## config.mk

```make
export PLATFORM = sky130hd
export DESIGN_NAME = muldiv_16
export DESIGN_NICKNAME = d
export VERILOG_FILES = /design/src/rtl/mycpu_pkg.sv /design/src/rtl/muldiv_16.sv
export SDC_FILE = /design/constraint.sdc
export NUM_CORES = 1
export LEC_CHECK = 0
export CAP_MARGIN = 40
export CORE_MARGIN = 3
export CORE_UTILIZATION = 65
export CTS_BUF_LIST = sky130_fd_sc_hd__clkbuf_4 sky130_fd_sc_hd__clkbuf_8
export DETAILED_ROUTE_END_ITERATION = 8
export MAX_ROUTING_LAYER = met4
export PLACE_DENSITY = 0.94
export SLEW_MARGIN = 10
export SYNTH_ARGS = -nofsm -noshare
export SYNTH_HDL_FRONTEND = slang
export SYNTH_SLANG_ARGS = --single-unit
```

## constraint.sdc

```tcl
create_clock -name clk -period 7 [get_ports clk]
set_input_delay 0.7 -clock clk [delete_from_list [all_inputs] [get_ports clk]]
set_output_delay 0.7 -clock clk [all_outputs]
set_load 0.01 [all_outputs]
```

## src/rtl/mycpu_pkg.sv

```systemverilog
// rtl/mycpu_pkg.sv - shared types and constants for the iterative multiply/divide unit
package mycpu_pkg;

   localparam int MD_DW    = 16;
   localparam int MD_STEPS = 16;
   localparam int MD_CW    = $clog2(MD_STEPS);

   typedef enum logic [1:0] {
      OP_MUL  = 2'b00,
      OP_MULH = 2'b01,
      OP_DIVU = 2'b10,
      OP_REMU = 2'b11
   } muldiv_op_t;

   typedef enum logic [1:0] {
      ST_IDLE = 2'b00,
      ST_CALC = 2'b01,
      ST_DONE = 2'b10
   } muldiv_state_t;

   // Both divide flavours share the restoring datapath; op bit 1 selects it.
   function automatic logic is_div(muldiv_op_t op);
      return op[1];
   endfunction

endpackage

```

## src/rtl/muldiv_16.sv

```systemverilog
// rtl/muldiv_16.sv - 16-step unsigned shift-add multiplier and restoring divider
module muldiv_16
   import mycpu_pkg::*;
(
   input  logic             clk,
   input  logic             rst,
   input  logic             start_in,
   input  muldiv_op_t       op_in,
   input  logic [MD_DW-1:0] a_in,
   input  logic [MD_DW-1:0] b_in,
   output logic             busy_out,
   output logic             ready_out,
   output logic [MD_DW-1:0] result_out,
   output logic             dz_out
);

   localparam logic [MD_CW-1:0] CNT_LAST = MD_CW'(MD_STEPS - 1);

   muldiv_state_t      state;
   muldiv_op_t         op_q;
   logic [MD_CW-1:0]   cnt;
   // acc: product accumulator or partial remainder; sh: shifted multiplicand or dividend/quotient
   logic [2*MD_DW-1:0] acc;
   logic [2*MD_DW-1:0] sh;
   logic [MD_DW-1:0]   bq;

   logic [2*MD_DW-1:0] acc_n;
   logic [2*MD_DW-1:0] sh_n;
   logic [2*MD_DW-1:0] rs;
   logic [MD_DW-1:0]   bq_n;
   logic [MD_DW-1:0]   res_n;
   logic               ge;

   always_comb begin
      rs    = {acc[2*MD_DW-2:0], sh[MD_DW-1]};
      ge    = (rs >= {{MD_DW{1'b0}}, bq});
      acc_n = acc;
      sh_n  = sh;
      bq_n  = bq;
      if (is_div(op_q)) begin
         acc_n = ge ? (rs - {{MD_DW{1'b0}}, bq}) : rs;
         sh_n  = {{MD_DW{1'b0}}, sh[MD_DW-2:0], ge};
      end else begin
         acc_n = acc + (bq[0] ? sh : '0);
         sh_n  = sh << 1;
         bq_n  = bq >> 1;
      end
      // The result is taken from the step being performed on the final edge.
      case (op_q)
         OP_MUL:  res_n = acc_n[MD_DW-1:0];
         OP_MULH: res_n = acc_n[2*MD_DW-1:MD_DW];
         OP_DIVU: res_n = sh_n[MD_DW-1:0];
         default: res_n = acc_n[MD_DW-1:0];
      endcase
   end

   always_ff @(posedge clk or posedge rst) begin
      if (rst) begin
         state      <= ST_IDLE;
         op_q       <= OP_MUL;
         cnt        <= '0;
         acc        <= '0;
         sh         <= '0;
         bq         <= '0;
         busy_out   <= 1'b0;
         ready_out  <= 1'b0;
         result_out <= '0;
         dz_out     <= 1'b0;
      end else begin
         ready_out <= 1'b0;
         case (state)
            ST_IDLE: begin
               if (start_in) begin
                  op_q     <= op_in;
                  cnt      <= '0;
                  acc      <= '0;
                  sh       <= {{MD_DW{1'b0}}, a_in};
                  bq       <= b_in;
                  busy_out <= 1'b1;
                  // Divide by zero skips the iteration entirely.
                  if (is_div(op_in) && (b_in == '0)) begin
                     state      <= ST_DONE;
                     ready_out  <= 1'b1;
                     dz_out     <= 1'b1;
                     result_out <= (op_in == OP_DIVU) ? '1 : a_in;
                  end else begin
                     state <= ST_CALC;
                  end
               end
            end
            ST_CALC: begin
               acc <= acc_n;
               sh  <= sh_n;
               bq  <= bq_n;
               cnt <= cnt + 1'b1;
               if (cnt == CNT_LAST) begin
                  state      <= ST_DONE;
                  ready_out  <= 1'b1;
                  result_out <= res_n;
                  dz_out     <= 1'b0;
               end
            end
            ST_DONE: begin
               state    <= ST_IDLE;
               busy_out <= 1'b0;
            end
            default: begin
               state    <= ST_IDLE;
               busy_out <= 1'b0;
            end
         endcase
      end
   end

endmodule
```

==> metrics.md <==
| Metric | Value |
|---|---|
| Top delay family on crit path | compound AO/OA/AOI/OAI gates |
| Initial antenna violation count | 0 |
| Rows | 41 |
| Worst Skew | 16.79 ps |
| Mapped Nets | 1184 |
| Fillcell total | 1003 |
| Final-report max-slew violation count | 0 |
| Most common cell after layout, fill and taps aside | nand2_1 |
| Largest net degree at the start of global routing | 82 |
| Residual DRC | 0 |
| Leakage Power | 4.195 nW |
| Buf+Inv Stages, Crit Path | 1 |
| Final Util | 74.83% |
| Power Density | 533.9 nW/µm² |
| Die Y | 122.6 µm |
| Remaining antenna violation count after routing | 0 |
| Routed WL | 29560 µm |
| Peak supply drop | 0.3255 mV |
| CP peak stage delay | 460 ps |
| Fmax | 0.2514 GHz |
| Top cell by count, worst path | o21ai_0 |
| Tightest Pin Transition | 923.3 ps |
| Max_slew headroom | 38.30% |
| Hold Vio Cnt, Final | 0 |
| CP Class | flip-flop to flip-flop |
| Setup tns final | 0 ps |
| # port buffers | 55 |
| Tcrit/Tclk final | 56.82% |
| Worst path cell trace | buf_4 > and2_1 > ha_1 > a21oi_1 > o21ai_0 > a311o_1 > or3_1 > o21ai_0 > xnor2_1 > a221oi_1 > o221ai_1 |
| Nets | 1197 |
| CTS Sinks | 107 |
| Syn Std Cell Area | 8833 µm² |
| Critical Path AT | 4270 ps |
| Outcome | finished clean |
| Req. time, crit path | 7290 ps |
| Vias per inst | 7.090 |
| Endpoint class of the critical path | flip-flop |
| Inserted Clock Buffers | 9 |
| Yosys warning count | 0 |
| Vias in the first global route | 8464 |
| Tmin final | 3977 ps |
| Ant. Diodes | 0 |
| Initial drt markers | 1238 |
| Post-CTS setup buffer count | 0 |
| Pre-antenna DRT Iters | 6 |
| Global-route wire length before repair | 46200 µm |
| Maximum Capacitance Violations | 0 |
| Distinct cells, synth | 82 |
| Post-synth EDFFs | 0 |
| Starting density of the core | 68.33% |
| CTS tree | built |
| Avg Synthesized Cell Area | 8.074 µm² |
| Die area | 15020 µm² |
| Synthesis-to-finish area growth | 9.504% |
| Gpl congestion | 1.047 |
| Final HPWL DP | 21410 µm |
| Worst-path clk slew | 120 ps |
| Grt ovf | 0 |
| Core ar. | 12930 µm² |
| Most frequent cells in the layout | nand2_1 (145), dfrtp_1 (107), o21ai_0 (89), nor2_1 (69), a21oi_1 (63) |
| Top_reg_cell synth | dfrtp_1 |
| Hold buffer count at CTS | 0 |
| Flops & latches, synth | 107 |
| Crit Path Max Fanout | 34 |
| Root Driver | clkbuf_8 |
| Total GRT Usage | 41.09% |
| Endpoints failing setup | 0 |
| HP Class | flip-flop to flip-flop |
| Via Count | 9103 |
| Share of post-route cells with drive strength above 1 | 4.946% |
| Post-cts gate resize count | 0 |
| RSZ-0062 raised after global routing | no |
| Max clock buf depth | 2 |
| WL/cell | 23.02 µm |
| Gate Count Post-Synth | 1094 |
| Register area share after synthesis | 30.31% |
| I/O Pins | 56 |
| Startpoint Class | flip-flop |
| Insertion delay to the later sink of the worst-skew pair | 420 ps |
| H-tree depth | 3 |
| Die width | 122.6 µm |
| Slowest cell on the critical path | a21oi_1 |
| Synth async-reset ratio | 100.0% |
==> worst register-to-register path: cells and delay by family, from the launching register on <==
kind / cells / cell delay (ps)
compound gates: 6 / 2010
flops: 1 / 340
buf+inv: 1 / 300
fa+ha+maj: 1 / 330
xor+xnor: 1 / 200
simple gates: 2 / 660
==> where the power goes <==
part | leakage, nW | internal (mW) | switching [mW]
combinational | 2.75 | 1.34 | 2.24
clock | 0.104 | 0.142 | 0.258
sequential | 1.34 | 0.866 | 0.320
==> registers in the layout, indices dropped and copies added (netlist names) <==
signal,cells
acc,32
sh,32
bq,16
result_out,16
cnt,4
op_q,2
state,2
busy_out,1
dz_out,1
ready_out,1
==> worst paths after layout <==
path / startpoint / to / slack (ps) / cells past startpoint
worst max-delay path: bq[0]$_DFFE_PP0P_ / result_out[4]$_DFFE_PP0P_ / 3020 / 11
worst min-delay path: sh[31]$_DFFE_PP0P_ / sh[31]$_DFFE_PP0P_ / 530 / 1
worst max register to register: bq[0]$_DFFE_PP0P_ / result_out[4]$_DFFE_PP0P_ / 3020 / 11
worst min register to register: sh[31]$_DFFE_PP0P_ / sh[31]$_DFFE_PP0P_ / 530 / 1
max in group asynchronous: rst / sh[18]$_DFFE_PP0P_ / 5400 / 4
min in group asynchronous: rst / cnt[0]$_DFFE_PP0P_ / 680 / 2
==> cell families after synthesis <==
group                    share of synthesized area (%)
AO/OA/AOI/OAI                                    27.58
XOR/XNOR                                         4.363
adder cells (fa/ha/maj)                          7.677
buffers and inverters                            4.617
flip-flops                                       30.31
multiplexers                                     3.697
AND/OR/NAND/NOR                                  21.76
==> metrics by stage <==
| step | total power, mW | area, µm² | worst slack (ps) | hold WS, ps | std cells |
|---|---|---|---|---|---|
| final | 5.165 | 9673 | 3023 | 527.4 | 1284 |
| after global placement | 4.543 | 9435 | 3189 | 466.0 | 1266 |
| after CTS | 5.015 | 9646 | 3148 | 496.7 | 1283 |
| after detailed placement | 4.600 | 9439 | 3157 | 482.4 | 1267 |
| after global routing | 5.510 | 9673 | 2822 | 555.5 | 1284 |
| after floorplan | 3.570 | 8833 | 3483 | 449.4 | 1094 |
==> layout make-up <==
type	instances	area (µm²)	share of cell area [%]
flip-flops and latches	107	2678	27.68
repair buffers	69	671.9	6.946
well taps	172	215.2	2.225
clock inverters	7	82.58	0.8537
inverters	36	137.6	1.423
clock buffers	9	123.9	1.281
multi-input cells	884	5764	59.59
==> synth_stat cells (16+ instances only) <==
master,number,area share [%]
nor3_1,29,1.6
o211ai_1,16,1.4
nand3_1,26,1.5
a31oi_1,29,2.1
a21oi_1,63,3.6
clkbuf_1,59,2.5
o21ai_0,89,5.0
nand2_1,145,6.2
inv_1,35,1.5
and2_1,35,2.5
dfrtp_1,107,30
xnor2_1,30,3.0
nor2_1,69,2.9
a21o_1,30,2.5
a22o_1,25,2.5
ha_1,51,7.2
mux2i_1,30,3.4
==> layer usage <==
metal	global-route usage, %	wire (µm)	vias up
met5	-	0	-
met3	9.631	3383	134
li1	-	-	4072
met4	15.05	1192	0
met1	55.54	12010	4264
met2	60.53	12970	633
No activity file was read; power rests on OpenSTA's default activity.
